`config.mk`:
```
export PLATFORM = sky130hd
export DESIGN_NAME = ysyx_201979054_load_unit
export DESIGN_NICKNAME = d
export VERILOG_FILES = /design/src/rtl/ysyx_201979054_load_unit.sv
export SDC_FILE = /design/constraint.sdc
export NUM_CORES = 1
export LEC_CHECK = 0
export BUFFER_PORTS_ARGS = -buffer_cell sky130_fd_sc_hd__buf_2
export CORE_MARGIN = 3
export CORE_UTILIZATION = 25
export CTS_CLUSTER_SIZE = 28
export DETAILED_ROUTE_END_ITERATION = 7
export HOLD_SLACK_MARGIN = 0.06
export MAX_ROUTING_LAYER = met4
export SETUP_SLACK_MARGIN = 0.15
export SKIP_CTS_REPAIR_TIMING = 1
export SYNTH_ARGS = -nofsm -noshare
export SYNTH_HDL_FRONTEND = slang
export SYNTH_SLANG_ARGS = --single-unit
export TNS_END_PERCENT = 10
```
`constraint.sdc`:
```
create_clock -name clk -period 3.4 [get_ports clk]
set_input_delay 0.51 -clock clk [delete_from_list [all_inputs] [get_ports clk]]
set_output_delay 0.51 -clock clk [all_outputs]
set_load 0.01 [all_outputs]
```
`src/rtl/ysyx_201979054_load_unit.sv`:
```
// Load unit: fetches the aligned doubleword, extracts the addressed field and extends it.
// Optional misaligned-load trap enabled by defining LOAD_MISALIGN_CHECK_EN.
module ysyx_201979054_load_unit #(
    parameter int DATA_WIDTH = 64,
    parameter int ADDR_WIDTH = 64
) (
    input  logic                  clk,
    input  logic                  rst,
    input  logic                  i_start,
    input  logic [ADDR_WIDTH-1:0] i_addr,
    input  logic [2:0]            i_funct3,
    output logic                  o_busy,
    output logic                  o_done,
    output logic [DATA_WIDTH-1:0] o_load_data,
    output logic                  o_mem_req_valid,
    input  logic                  i_mem_req_ready,
    output logic [ADDR_WIDTH-1:0] o_mem_addr,
    input  logic                  i_mem_resp_valid,
    input  logic [DATA_WIDTH-1:0] i_mem_resp_data,
    output logic                  o_misalign
);

    typedef enum logic [1:0] {
        S_IDLE,
        S_REQ,
        S_WAIT,
        S_DONE
    } state_t;

    state_t                state_q, state_d;
    logic [ADDR_WIDTH-1:0] addr_q, addr_d;
    logic [2:0]            funct3_q, funct3_d;
    logic [DATA_WIDTH-1:0] data_q, data_d;
    logic [DATA_WIDTH-1:0] shifted;
    logic [DATA_WIDTH-1:0] ext;

`ifdef LOAD_MISALIGN_CHECK_EN
    logic misalign_q, misalign_d;
    logic start_misalign;

    // Misalignment of the incoming request, judged on the live inputs
    always_comb begin
        start_misalign = 1'b0;
        unique case (i_funct3)
            3'b001, 3'b101: start_misalign = i_addr[0];
            3'b010, 3'b110: start_misalign = |i_addr[1:0];
            3'b011:         start_misalign = |i_addr[2:0];
            default:        start_misalign = 1'b0;
        endcase
    end

    assign o_misalign = misalign_q;
`else
    assign o_misalign = 1'b0;
`endif

    // Byte lanes above offset 7 shift in as zero
    assign shifted = i_mem_resp_data >> {addr_q[2:0], 3'b000};

    // Field selection and sign/zero extension
    always_comb begin
        ext = '0;
        unique case (funct3_q)
            3'b000: ext = {{(DATA_WIDTH-8){shifted[7]}}, shifted[7:0]};
            3'b001: ext = {{(DATA_WIDTH-16){shifted[15]}}, shifted[15:0]};
            3'b010: ext = {{(DATA_WIDTH-32){shifted[31]}}, shifted[31:0]};
            3'b011: ext = shifted;
            3'b100: ext = {{(DATA_WIDTH-8){1'b0}}, shifted[7:0]};
            3'b101: ext = {{(DATA_WIDTH-16){1'b0}}, shifted[15:0]};
            3'b110: ext = {{(DATA_WIDTH-32){1'b0}}, shifted[31:0]};
            default: ext = '0;
        endcase
    end

    // FSM state register
    always_ff @(posedge clk) begin
        if (rst) state_q <= S_IDLE;
        else     state_q <= state_d;
    end

    // FSM next-state logic
    always_comb begin
        state_d = state_q;
        unique case (state_q)
            S_IDLE: begin
                if (i_start) begin
`ifdef LOAD_MISALIGN_CHECK_EN
                    state_d = start_misalign ? S_DONE : S_REQ;
`else
                    state_d = S_REQ;
`endif
                end
            end
            S_REQ:  if (i_mem_req_ready) state_d = S_WAIT;
            S_WAIT: if (i_mem_resp_valid) state_d = S_DONE;
            S_DONE: state_d = S_IDLE;
            default: state_d = S_IDLE;
        endcase
    end

    // FSM outputs decoded from the current state
    always_comb begin
        o_busy          = (state_q != S_IDLE);
        o_done          = (state_q == S_DONE);
        o_mem_req_valid = (state_q == S_REQ);
    end

    // Request latch and result capture
    always_comb begin
        addr_d   = addr_q;
        funct3_d = funct3_q;
        data_d   = data_q;
`ifdef LOAD_MISALIGN_CHECK_EN
        misalign_d = misalign_q;
`endif
        if (state_q == S_IDLE && i_start) begin
            addr_d   = i_addr;
            funct3_d = i_funct3;
`ifdef LOAD_MISALIGN_CHECK_EN
            misalign_d = start_misalign;
            if (start_misalign) data_d = '0;
`endif
        end else if (state_q == S_WAIT && i_mem_resp_valid) begin
            data_d = ext;
        end
    end

    // Datapath registers
    always_ff @(posedge clk) begin
        if (rst) begin
            addr_q   <= '0;
            funct3_q <= '0;
            data_q   <= '0;
`ifdef LOAD_MISALIGN_CHECK_EN
            misalign_q <= 1'b0;
`endif
        end else begin
            addr_q   <= addr_d;
            funct3_q <= funct3_d;
            data_q   <= data_d;
`ifdef LOAD_MISALIGN_CHECK_EN
            misalign_q <= misalign_d;
`endif
        end
    end

    assign o_mem_addr  = {addr_q[ADDR_WIDTH-1:3], 3'b000};
    assign o_load_data = data_q;

endmodule

```
; ---- Word-level counts from Yosys, hierarchy flattened
; Cells that the tools add are included.
; Widths: inputs -> output; s select.
[word_totals]
register_bits = 133
latch_bits = 0
ramBits = 0
romBits = 0
in_bits = 136
output_inout_bits = 132
word_cells = 30
mem_count = 0
[op_classes]
addsub = 0
n_mul = 0
div = 0
order_cmp = 0
eq_ne = 12
n_shift = 1
mux = 5
bitwise_logic = 1
reduce_logical = 7
[ops]
columns = op, count
row1 = $pmux 64 s7, 1
row2 = $shr 64x6->64, 1
row3 = $eq 3x3->1 const B, 3
row4 = $pmux 2 s4, 1
row5 = $eq 3x2->1 const B, 2
row6 = $mux 2, 3
row7 = $eq 2x2->1 const B, 2
row8 = $ne 2x2->1 const B, 2
row9 = $eq 3x1->1 const B, 1
row10 = $logic_not 3->1, 1
row11 = $reduce_and 3->1, 1
row12 = $eq 2x1->1 const B, 1
row13 = $logic_and 1x1->1, 2
row14 = $logic_not 2->1, 1
row15 = $ne 2x1->1 const B, 1
row16 = $reduce_and 2->1, 1
row17 = $reduce_bool 2->1, 1
row18 = $not 1->1, 1

; ---- Longest topological paths before layout
; Gate-level depths: netlist (run 1).
[depth]
depth_word = 4
ltp_mapped = 8
mapped_depth_nobuf = 7

; ---- Least setup slack after synthesis (run 1)
; OpenSTA, ideal clock, no wires.
[synth_path]
path_type = register to register
from = register state_q[0]
to = register data_q[30] (netlist: o_load_data[30])
setup_time_ns = 0.122
t_arrival_ns = 2.011
required_time_ns = 3.278
setup_slack_ns = 1.267
stages_incl_launch_ff = 9
path_buffers = 2
synth_period_minus_slack_ns = 2.133
path_cell_list = dfxtp_1 > inv_1 > ha_1 > and2_1 > clkbuf_1 > nor2_1 > nor2_1 > clkbuf_1 > a221o_1
[synth_via]
elab_chain_len = 4
elab_cells_between_ends = 6
cone_classes = eq/ne (1) / bitwise (1) / reduce/logical (4)
[synth_rtl]
columns = item, line_no
row1 = "start, declared", 30  ; state_t state_q, state_d;
row2 = "start signal, assigned", 78  ; else state_q <= state_d;
row3 = $logic_not 2->1, 116  ; if (state_q == S_IDLE && i_start) begin
row4 = $logic_and 1x1->1, 116
row5 = $not 1->1 (no source line), -
row6 = $reduce_and 2->1 (no source line) (*), -
row7 = "end signal, assigned", 140  ; data_q <= data_d;
row8 = "end, declared", 33  ; logic [DATA_WIDTH-1:0] data_q, data_d;
; Every way passes the cells marked *; elsewhere a longest branch is shown, timed or not.
; A chain may end at the register's enable or synchronous reset.

; ---- Worst setup path in the final report (run 1)
[layout_path]
from = register addr_q[1]
to = register data_q[35] (netlist: o_load_data[35])
[layout_via]
elab_chain_len = 2
[layout_rtl]
columns = item, line_no
row1 = "start, declared", 31  ; logic [ADDR_WIDTH-1:0] addr_q, addr_d;
row2 = "start signal, assigned", 138  ; addr_q <= addr_d;
row3 = $shr 64x6->64, 58  ; assign shifted = i_mem_resp_data >> {addr_q[2:0], 3'b000};
row4 = $pmux 64 s7, 63  ; unique case (funct3_q)
; No other way between the ends.

==> impl_summary.log, run 1 <==
[metrics] top-area cell type share of the netlist area: a little under two fifths
[metrics] Reg2Reg Setup Slack: 0.89 ns
[metrics] number of failing hold endpoints at the final stage: 0
[metrics] Final #Nets: between 1000 and 1500
[metrics] critical-path cell list: buf_4, mux2i_1, mux4_2, o32a_4, o311ai_4, buf_4, o221a_1
[metrics] Die H: between 150 and 200 µm
[metrics] Finished Layout Cells: between 1000 and 1500
[metrics] clock sink count: between 100 and 150
[metrics] initial DRC count: ~420
[metrics] Reg power frac: around 33%
[metrics] boundary pin count: 268
[metrics] vias in the first global route: 6364
[metrics] clock network power share: 34.5%
[metrics] met2 demand-to-capacity share in global routing: around a quarter
[metrics] reported leakage power: between 0.003 and 0.004 µW
[metrics] post-DR vias/cell: just under 5
[metrics] type of the tightest min-delay check: in2reg
[metrics] count of unique library cells instantiated by Yosys: 48
[metrics] overall die width: approximately 180 µm
[metrics] kind of start point of the critical path: flop
[metrics] Final Core Density: around a third
[metrics] CTS Buf Count: 17
[metrics] Required @ worst endpoint: roughly 3.8 ns
[metrics] Post-synth top flop: sky130_fd_sc_hd__dfxtp_1
[metrics] fraction of synthesis flops using an asynchronous set or reset pin: 0%
[metrics] class of the most critical setup path: reg2reg
[metrics] commonest cells after routing, fill and taps aside: 263 x sky130_fd_sc_hd__buf_2, 160 x sky130_fd_sc_hd__nand2_1, 131 x sky130_fd_sc_hd__dfxtp_1
[metrics] final slew viol count: 0
[metrics] initial antenna violation count: 5
[metrics] total of warnings raised by yosys: 0
[metrics] total number of vias: slightly below 7000
[metrics] final routed wire length divided by cell count: about 19 µm
[metrics] Buffers on Ports: approximately 260
[metrics] met1 track demand over resource: 21.4%
[metrics] wire length of the first global-routing pass: 38600 µm
[metrics] clock input transition at the sequential cells of the worst setup and hold paths: roughly 0.060 ns
[metrics] portion of the clock cycle consumed by the worst path in the final layout: around three quarters
[metrics] total number of H-tree levels: 4
[metrics] combinational group share of total power: 33.1%
[metrics] # DRC: 0
[metrics] Critical Path AT: ~2.9 ns
[metrics] number of cell rows: just over 60
[metrics] Detailed Route WL: around 26000 µm
[metrics] crit-path most repeated cell: sky130_fd_sc_hd__buf_4
[metrics] register bit count reported by yosys: around 130
[metrics] Core Region: 0.0281 mm²
[metrics] Worst Reg-to-Reg Cells: 7
[metrics] Avg Synthesized Cell Area: 8.50 µm²
[metrics] CTS tree: yes
[metrics] worst path buffer plus inverter count: 2
[metrics] die area: between 0.03 and 0.04 mm²
[metrics] number of nets with antenna violations after routing: 0
[metrics] sequential fraction of the synthesis area: around 37%
[metrics] element type at the critical path end: flop
[metrics] most crowded layer after global routing: met2
[metrics] status: finished clean
[metrics] cell area after technology mapping: a little over 0.007 mm²
[metrics] relative area change from synthesis to final layout: 24.9%
[metrics] effective utilization at floorplan: 25.6%
[metrics] sum of negative setup slack: 0 ns
[metrics] global-route usage over all layers: approximately 17%
[metrics] Crit-path slowest cell: sky130_fd_sc_hd__mux4_2
[metrics] category of cells accounting for the largest share of critical-path delay: buffers and inverters
[metrics] Area contributors post-synth: sky130_fd_sc_hd__dfxtp_1 37%, sky130_fd_sc_hd__mux2i_1 8.6%, sky130_fd_sc_hd__nand2_1 8.4%
[metrics] internal power contribution: around 4000 µW
[metrics] Setup-failing EPs final: 0
[metrics] sum of net half-perimeters after detailed placement: approximately 20000 µm
[metrics] post-route minimum period: approximately 2.5 ns
[metrics] maxcap violations: 0
[metrics] worst-case headroom to the max-slew limit: 39.6%
[metrics] met3 Resource Use GR: 3.50%
[metrics] clock skew after layout: around 0.01 ns
[metrics] router iterations before antenna repair: 6
[metrics] Fin Hold WS: ~0.32 ns
[metrics] most frequent standard cell in the layout excluding fill and tap cells: sky130_fd_sc_hd__buf_2
[metrics] critical path depth: 7
[metrics] pin count of the biggest net entering global routing: a little under 70
[metrics] source-to-sink clock delay at the later pin of the worst-skew pair: 0.42 ns
[metrics] slew of the pin with the lowest slew margin: about 0.90 ns
[metrics] cell at the root of the clock tree: sky130_fd_sc_hd__clkbuf_16
[metrics] worst stage delay on the critical path: 0.53 ns
[metrics] cell taking the most area after synthesis: sky130_fd_sc_hd__dfxtp_1
[metrics] number of placed instances, taps included: around 1400
[metrics] number of flops mapped to enable cells by yosys: 0
[metrics] setup repair after global routing missed its margin: no
[metrics] Achievable Freq: ~0.4 GHz
[metrics] maximum vdd ir drop: between 0.2 and 0.3 mV
[metrics] Worst Path Max Fanout: 32
[metrics] areal power density over the cells: 682 mW/mm²
[metrics] global route overflow: 0
[metrics] cell depth of the worst hold path: 3
[metrics] total power: 6130 µW
[metrics] gate count after technology mapping: about 850
[metrics] Net Sw Frac: 34.9%
[metrics] proportion of layout cells with a drive suffix above 1: roughly a third
[metrics] Bufs on Longest Clock Path: 2
[metrics] P_sw: 2140 µW
[metrics] weighted congestion at the end of routability-driven global placement: between 0.9 and 1
tightest hold or removal path: stages:
cell and delay, ns:
sky130_fd_sc_hd__buf_2 0.09, sky130_fd_sc_hd__nand2_1 0.04, sky130_fd_sc_hd__a21oi_1 0.05
synthesized netlist by cell type (3+ instances only):
cell type and number:
sky130_fd_sc_hd__buf_1 9, sky130_fd_sc_hd__o31a_1 7, sky130_fd_sc_hd__nand2_1 161, sky130_fd_sc_hd__ha_1 4, sky130_fd_sc_hd__a211oi_1 11, sky130_fd_sc_hd__mux4_2 16, sky130_fd_sc_hd__mux2i_1 62, sky130_fd_sc_hd__nor2b_1 12
sky130_fd_sc_hd__a211o_1 7, sky130_fd_sc_hd__o221a_1 30, sky130_fd_sc_hd__and2_1 18, sky130_fd_sc_hd__a22oi_1 3, sky130_fd_sc_hd__o22ai_1 5, sky130_fd_sc_hd__inv_1 5, sky130_fd_sc_hd__o2bb2ai_1 3, sky130_fd_sc_hd__nand2b_1 9
sky130_fd_sc_hd__clkbuf_1 39, sky130_fd_sc_hd__buf_8 3, sky130_fd_sc_hd__nor3_1 20, sky130_fd_sc_hd__o21ai_0 8, sky130_fd_sc_hd__buf_4 67, sky130_fd_sc_hd__a21oi_1 103, sky130_fd_sc_hd__buf_2 16, sky130_fd_sc_hd__dfxtp_1 133
sky130_fd_sc_hd__o221a_2 3, sky130_fd_sc_hd__a221oi_1 3, sky130_fd_sc_hd__o32ai_1 4, sky130_fd_sc_hd__o31ai_1 4, sky130_fd_sc_hd__a221o_1 4, sky130_fd_sc_hd__nor2_1 58
power by group through the flow:
stage                     registers [µW]  clock network [µW]  logic (µW)
after floorplan                     2010                   0        1510
after global placement              2010                   0        2030
after detailed placement            2020                   0        2040
after CTS                           1990                2170        2040
after global routing                2020                2240        2220
final                               1990                2120        2030
layout make-up:
cell class,count,area [µm²]
well taps,378,473
flip-flops and latches,133,2670
clock inverters,12,228
clock buffers,19,433
fillers,3046,19100
inverters,7,26.3
multi-input cells,575,3720
diodes,5,12.5
repair buffers,280,1440
stage by stage:
| stage | setup WS, ns | area [µm²] |
|---|---|---|
| 6_report | 0.889 | 9000 |
| 5_1_grt | 0.768 | 9000 |
| 4_1_cts | 0.881 | 8980 |
| 3_5_place_dp | 0.883 | 8320 |
| 3_3_place_gp | 0.978 | 8320 |
| 2_1_floorplan | 1.27 | 7210 |
layer usage:
| metal | share of wire (%) | vias up |
|---|---|---|
| li1 | - | 3246 |
| met1 | 44 | 3217 |
| met2 | 47 | 263 |
| met3 | 6.1 | 42 |
| met4 | 3.3 | 0 |
| met5 | 0 | - |
state kept, by name, indices dropped and copies added, names as in the netlist:
register / count
addr_q: 64
funct3_q: 3
o_load_data: 64
state_q: 2
final timing paths:
path,startpoint,end
min,i_addr[29],addr_q[29]
min reg2reg,addr_q[16],addr_q[16]
max,addr_q[1],o_load_data[35]
max reg2reg,addr_q[1],o_load_data[35]
cell families (layout without fill, tap and decap cells):
group	after synthesis	after routing	synth area share, %
and+or+nand+nor	287	287	17.0
AOI/OAI and AO/OA	201	201	19.8
buffers and inverters	142	318	11.7
DFF	133	133	37.0
muxes	79	79	13.8
adders and majority gates	4	4	0.695
other	1	9	0.0521
No activity file was read; power rests on OpenSTA's default activity.
==> run 2: changes to the inputs <==
- clock period: 3.4 -> 2.05 ns (I/O delays scaled with it)
==> run 2 against run 1 <==
Compared with the run above: maximum frequency rose by 29%; die area did not move; final area rose by 5.8%; power rose by 70%; combinational power rose by 90%; utilization rose by 1.9 points; first-iteration DRC count rose by 15%; clock power rose by 54%; highest routed layer unchanged.
==> impl_summary.log, run 2 (same netlist as run 1, synthesis figures left out) <==
[metrics] fin worst setup slack: 0.0977 ns (-0.792 ns)
[metrics] Bufs on Longest Clock Path: 2 (unchanged)
[metrics] wire length of the first global-routing pass: 39000 µm (+1.1%)
[metrics] class of the most critical setup path: reg2reg
[metrics] most frequent standard cell in the layout excluding fill and tap cells: sky130_fd_sc_hd__buf_2
[metrics] final routed wire length divided by cell count: 18.6 µm (+0.32%)
[metrics] source of the worst register-to-register timing path: addr_q[2]
[metrics] element type at the critical path end: flop
[metrics] Final Core Density: 33.9% (+1.9 points)
[metrics] reported leakage power: 0.00409 µW (+5.5%)
[metrics] maximum vdd ir drop: 0.547 mV (+100%)
[metrics] Crit-path slowest cell: sky130_fd_sc_hd__mux4_2
[metrics] number of nets with antenna violations after routing: 0 (unchanged)
[metrics] clock skew after layout: 0.0127 ns (+0.00245 ns)
[metrics] effective utilization at floorplan: 25.6% (unchanged)
[metrics] cell at the root of the clock tree: sky130_fd_sc_hd__clkbuf_16
[metrics] commonest cells after routing, fill and taps aside: 262 x sky130_fd_sc_hd__buf_2, 160 x sky130_fd_sc_hd__nand2_1, 126 x sky130_fd_sc_hd__dfxtp_1
[metrics] Setup-failing EPs final: 0 (unchanged)
[metrics] vias in the first global route: 6454 (+1.4%)
[metrics] initial DRC count: 488 (+15%)
[metrics] areal power density over the cells: 1100 mW/mm² (+61%)
[metrics] maxcap violations: 0 (unchanged)
[metrics] Reg power frac: 31.8% (-0.7 points)
[metrics] total power: 10400 µW (+70%)
[metrics] # DRC: 0 (unchanged)
[metrics] kind of start point of the critical path: flop
[metrics] final slew viol count: 0 (unchanged)
[metrics] portion of the clock cycle consumed by the worst path in the final layout: 95.2% (+21 points)
[metrics] worst setup timing slack at the placement stage: -0.0643 ns (-0.947 ns)
[metrics] number of cell rows: 61 (unchanged)
[metrics] critical-path cell list: mux2i_1, mux4_2, o32a_4, o311ai_4, buf_12, o221a_1
[metrics] combinational group share of total power: 36.9% (+3.8 points)
[metrics] type of the tightest min-delay check: in2reg
[metrics] P_sw: 3790 µW (+77%)
[metrics] CTS tree: yes
[metrics] source-to-sink clock delay at the later pin of the worst-skew pair: 0.42 ns (about the same)
[metrics] router iterations before antenna repair: 5 (-1)
[metrics] worst stage delay on the critical path: 0.54 ns (about the same)
[metrics] startpoint of the lowest-slack hold path: i_addr[30]
[metrics] global-route usage over all layers: 16.8% (+0.20 points)
[metrics] sum of net half-perimeters after detailed placement: 19800 µm (about the same)
[metrics] pin count of the biggest net entering global routing: 68 (unchanged)
[metrics] total number of H-tree levels: 4 (unchanged)
[metrics] total number of vias: 6874 (+1.6%)
[metrics] worst-case headroom to the max-slew limit: 51.0% (+11 points)
[metrics] Core Region: 0.0281 mm² (unchanged)
[metrics] overall die width: 176 µm (unchanged)
[metrics] relative area change from synthesis to final layout: 32.2%
[metrics] slew of the pin with the lowest slew margin: 0.735 ns (-0.168 ns)
[metrics] post-DR vias/cell: 4.76 (-0.96%)
[metrics] Buffers on Ports: 263 (unchanged)
[metrics] Achievable Freq: 0.512 GHz (+29%)
[metrics] weighted congestion at the end of routability-driven global placement: 0.924 (+0.60%)
[metrics] clock sink count: 133 (unchanged)
[metrics] clock input transition at the sequential cells of the worst setup and hold paths: 0.07 ns (about the same)
[metrics] CTS Buf Count: 17 (unchanged)
[metrics] Net Sw Frac: 36.3% (+1.5 points)
[metrics] number of failing hold endpoints at the final stage: 0 (unchanged)
[metrics] post-route minimum period: 1.95 ns (-0.558 ns)
[metrics] sum of negative setup slack: 0 ns (unchanged)
[metrics] Worst Path Max Fanout: 27 (-16%)
[metrics] boundary pin count: 268 (unchanged)
[metrics] Die H: 176 µm (unchanged)
[metrics] proportion of layout cells with a drive suffix above 1: 37.8% (+4.6 points)
[metrics] clock network power share: 31.2% (-3.3 points)
[metrics] die area: 0.0309 mm² (unchanged)
[metrics] Detailed Route WL: 26900 µm (+2.9%)
[metrics] internal power contribution: 6640 µW (+66%)
[metrics] Critical Path AT: 2.31 ns (-0.56 ns)
[metrics] setup repair after global routing missed its margin: yes
[metrics] Worst Setup SP: addr_q[2]
[metrics] status: finished clean
[metrics] Final #Nets: 1189 (+3.0%)
[metrics] Required @ worst endpoint: 2.41 ns (-1.35 ns)
[metrics] global route overflow: 0 (unchanged)
[metrics] initial antenna violation count: 5 (unchanged)
==> run 2: cell types whose count changed in the layout (fill, tap and decap cells not counted), moves of 5 or more <==
cell,delta
sky130_fd_sc_hd__buf_12,+6
sky130_fd_sc_hd__dfxtp_1,-5
sky130_fd_sc_hd__buf_4,+21
sky130_fd_sc_hd__buf_6,+5
==> run 2: power groups by stage <==
| stage | clock network (µW) | logic [µW] | registers (µW) |
|---|---|---|---|
| CTS | 3350 | 3580 | 3310 |
| floorplan | 0 | 2520 | 3330 |
| detailed placement | 0 | 3570 | 3360 |
| finish | 3260 | 3850 | 3320 |
| global placement | 0 | 3540 | 3350 |
| global route | 3470 | 4180 | 3370 |
==> run 2: through the flow <==
step / std cells / hold slack [ns] / instance area (µm²)
final: 1445 / 0.115 / 9520
after floorplan: 850 / 0.437 / 7220
after global placement: 1402 / 0.439 / 8610
after global routing: 1445 / 0.100 / 9520
after detailed placement: 1402 / 0.443 / 8610
after CTS: 1434 / 0.0945 / 9230
==> run 2: final cells by class <==
class / count / area [µm²]
clock buffers: 18 / 439
fillers: 3016 / 18600
multi-input cells: 575 / 3850
inverters: 7 / 28.8
repair buffers: 315 / 1860
flip-flops and latches: 133 / 2680
clock inverters: 14 / 175
diodes: 5 / 12.5
well taps: 378 / 473
==> run 2: layer usage <==
metal	vias up	global-route usage [%]	routed length, µm	part of all wire, %
li1	3316	-	-	-
met1	3252	21.0	11400	42
met2	276	26.7	13200	49
met3	30	4.09	1830	6.8
met4	0	5.71	446	1.7
met5	-	-	0	0
==> run 2: worst max-delay path: cells and delay by family (launching register included) <==
kind                   cells  cell delay [ns]
AO/OA/AOI/OAI              3             0.62
flip-flops                 1             0.37
buffers and inverters      1             0.22
multiplexers               2             0.66
==> run 2: path summary, 6_finish.rpt <==
path / endpoint / slack [ns] / cells past startpoint
min reg2reg: addr_q[44] / 0.45 / 2
max reg2reg: o_load_data[33] / 0.1 / 6
max: o_load_data[33] / 0.1 / 6
min: addr_q[30] / 0.12 / 3
==> run 3: changes to the inputs <==
--- a/config.mk
+++ b/config.mk
@@ -7,5 +7,5 @@
 export LEC_CHECK = 0
 export BUFFER_PORTS_ARGS = -buffer_cell sky130_fd_sc_hd__buf_2
-export CORE_MARGIN = 3
+export CAP_MARGIN = 20
 export CORE_UTILIZATION = 25
 export CTS_CLUSTER_SIZE = 28
==> constraint.sdc (replaced) <==
create_clock -name clk -period 2.05 [get_ports clk]
set_input_delay 0.205 -clock clk [delete_from_list [all_inputs] [get_ports clk]]
set_output_delay 0.205 -clock clk [all_outputs]
set_load 0.01 [all_outputs]
==> run 3 against run 2 <==
Compared with the run above: hold slack got worse by 0.070 ns; sequential share of layout area fell by 1.7 points; count of clock-buffer cells in the layout rose by 2; die area fell by 4.5%; clock power fell by 6%; non-clock buffer count rose by 79; utilization rose by 2.1 points.
==> impl_summary.log, run 3 (same netlist as run 1, synthesis figures left out) <==
[metrics] status: finished clean
[metrics] vias in the first global route: 6507 (+0.82%)
[metrics] Detailed Route WL: 27000 µm (+0.13%)
[metrics] startpoint of the lowest-slack hold path: i_funct3[2]
[metrics] Fill cells: 2914 (-3.4%)
[metrics] Final #Nets: 1268 (+6.6%)
[metrics] Finished Layout Cells: 1521 (+5.3%)
[metrics] initial antenna violation count: 3 (-2)
[metrics] final slew viol count: 0 (unchanged)
[metrics] class of the most critical setup path: reg2reg
[metrics] cell at the root of the clock tree: sky130_fd_sc_hd__clkbuf_16
[metrics] portion of the clock cycle consumed by the worst path in the final layout: 95.6% (+0.39 points)
[metrics] sink of the worst hold path: funct3_q[2]
[metrics] overall die width: 172 µm (-2.3%)
[metrics] Die H: 172 µm (-2.3%)
[metrics] Worst Path Max Fanout: 9 (-67%)
[metrics] source of the worst register-to-register timing path: addr_q[2]
[metrics] global route overflow: 0 (unchanged)
[metrics] Bufs on Longest Clock Path: 2 (unchanged)
[metrics] die area: 0.0295 mm² (-4.5%)
[metrics] reported leakage power: 0.00440 µW (+7.6%)
[metrics] Core Region: 0.0281 mm² (unchanged)
[metrics] cell depth of the worst hold path: 3 (unchanged)
[metrics] relative area change from synthesis to final layout: 40.2%
[metrics] total power: 10300 µW (-0.80%)
[metrics] setup repair after global routing missed its margin: yes
[metrics] post-route minimum period: 1.96 ns (+0.00803 ns)
[metrics] wire length of the first global-routing pass: 38300 µm (-1.8%)
[metrics] sum of net half-perimeters after detailed placement: 19900 µm (+0.49%)
[metrics] number of cell rows: 61 (unchanged)
[metrics] clock input transition at the sequential cells of the worst setup and hold paths: 0.06 ns (about the same)
[metrics] kind of start point of the critical path: flop
[metrics] Setup-failing EPs final: 0 (unchanged)
[metrics] commonest cells after routing, fill and taps aside: 263 x sky130_fd_sc_hd__buf_2, 160 x sky130_fd_sc_hd__nand2_1, 130 x sky130_fd_sc_hd__dfxtp_1
[metrics] number of placed instances, taps included: 1421 (+1.4%)
[metrics] cell area after placement: 0.00878 mm² (+1.9%)
[metrics] initial DRC count: 508 (+4.1%)
[metrics] boundary pin count: 268 (unchanged)
[metrics] Worst Reg-to-Reg Cells: 7 (+1)
[metrics] Critical Path AT: 2.31 ns (about the same)
[metrics] router iterations before antenna repair: 5 (unchanged)
[metrics] final routed wire length divided by cell count: 17.7 µm (-4.9%)
[metrics] areal power density over the cells: 1020 mW/mm² (-6.5%)
[metrics] Buffers on Ports: 263 (unchanged)
[metrics] # DRC: 0 (unchanged)
[metrics] source-to-sink clock delay at the later pin of the worst-skew pair: 0.42 ns (about the same)
[metrics] Achievable Freq: 0.510 GHz (-0.41%)
[metrics] number of failing hold endpoints at the final stage: 0 (unchanged)
[metrics] Reg2Reg Setup Slack: 0.09 ns (about the same)
[metrics] total number of H-tree levels: 4 (unchanged)
[metrics] slew of the pin with the lowest slew margin: 0.550 ns (-0.185 ns)
[metrics] element type at the critical path end: flop
[metrics] Required @ worst endpoint: 2.40 ns (about the same)
[metrics] total number of vias: 7176 (+4.4%)
[metrics] global-route usage over all layers: 17.8% (+0.96 points)
[metrics] CTS tree: yes
[metrics] most frequent standard cell in the layout excluding fill and tap cells: sky130_fd_sc_hd__buf_2
[metrics] type of the tightest min-delay check: in2reg
[metrics] worst setup timing slack at the placement stage: -0.00800 ns (+0.0563 ns)
[metrics] CTS Buf Count: 17 (unchanged)
[metrics] clock sink count: 133 (unchanged)
[metrics] worst-case headroom to the max-slew limit: 63.3% (+12 points)
[metrics] effective utilization at floorplan: 25.6% (unchanged)
[metrics] post-DR vias/cell: 4.72 (-0.82%)
[metrics] weighted congestion at the end of routability-driven global placement: 0.951 (+2.9%)
[metrics] maximum vdd ir drop: 0.532 mV (-2.9%)
[metrics] proportion of layout cells with a drive suffix above 1: 35.4% (-2.4 points)
[metrics] clock skew after layout: 0.00995 ns (-0.00273 ns)
[metrics] final cell area excluding filler cells: 0.0101 mm² (+6.1%)
[metrics] destination of the worst register-to-register timing path: o_load_data[18]
[metrics] pin count of the biggest net entering global routing: 61 (-10%)
[metrics] maxcap violations: 0 (unchanged)
[metrics] fin worst setup slack: 0.0896 ns (-0.00803 ns)
[metrics] number of nets with antenna violations after routing: 0 (unchanged)
[run 3: cell types whose count changed in the layout (fill, tap and decap cells not counted), sizes merged]
cell	change
dlygate4sd3	+64
buf	+18
diode	-2
bufinv	-1
clkbuf	-1
clkinv	-1
clkinvlp	-1
[run 3: final cells by class]
type | count | area (µm²) | area share (%)
multi-input combinational | 575 | 3780 | 37.4
inverter | 7 | 28.8 | 0.285
clock inverter | 11 | 125 | 1.24
sequential | 133 | 2670 | 26.5
clock buffer | 20 | 457 | 4.52
timing repair buffer | 394 | 2550 | 25.3
tap | 378 | 473 | 4.68
antenna | 3 | 7.51 | 0.0743
[run 3: per-stage QoR]
stage	hold slack, ns	util (%)	setup TNS [ns]
final	0.0451	36.0	0
after global routing	0.0601	36.0	0
after CTS	-0.00760	33.3	-0.716
after detailed placement	0.443	31.3	-0.0176
after global placement	0.438	31.3	0
after floorplan	0.341	-	0
[run 3: power by group]
part | internal (µW) | leakage, µW | switching [µW]
Sequential | 3020 | 0.00109 | 263
Clock | 1860 | 0.000283 | 1230
Combinational | 1750 | 0.00303 | 2220
Total | 6630 | 0.00440 | 3710
[run 3: routing by layer]
layer	GRT usage, %	share of wire, %	vias up	wire length [µm]
met5	-	0	-	0
met3	4.14	6.2	37	1670
li1	-	-	3476	-
met1	21.7	43	3382	11500
met4	7.43	2.5	0	678
met2	28.2	49	281	13100
[run 3: worst max-delay path by stage]
| stage | to | slack, ns | startpoint | cells past startpoint |
|---|---|---|---|---|
| floorplan | o_load_data[20] | 0.13 | state_q[0] | 8 |
| global placement | o_load_data[25] | 0.05 | addr_q[2] | 6 |
| detailed placement | o_load_data[27] | -0.008 | addr_q[2] | 7 |
| CTS | o_load_data[26] | -0.05 | addr_q[2] | 6 |
| global route | o_load_data[18] | 0.03 | addr_q[2] | 7 |
| finish | o_load_data[18] | 0.09 | addr_q[2] | 7 |
[run 3: worst max-delay path: stages (launching register included)]
cell                       delay, ns
sky130_fd_sc_hd__dfxtp_4        0.38
sky130_fd_sc_hd__nand2b_1       0.15
sky130_fd_sc_hd__mux4_2         0.49
sky130_fd_sc_hd__buf_4          0.17
sky130_fd_sc_hd__o32ai_4        0.24
sky130_fd_sc_hd__buf_4          0.20
sky130_fd_sc_hd__o21ai_0        0.11
sky130_fd_sc_hd__a21oi_1        0.16
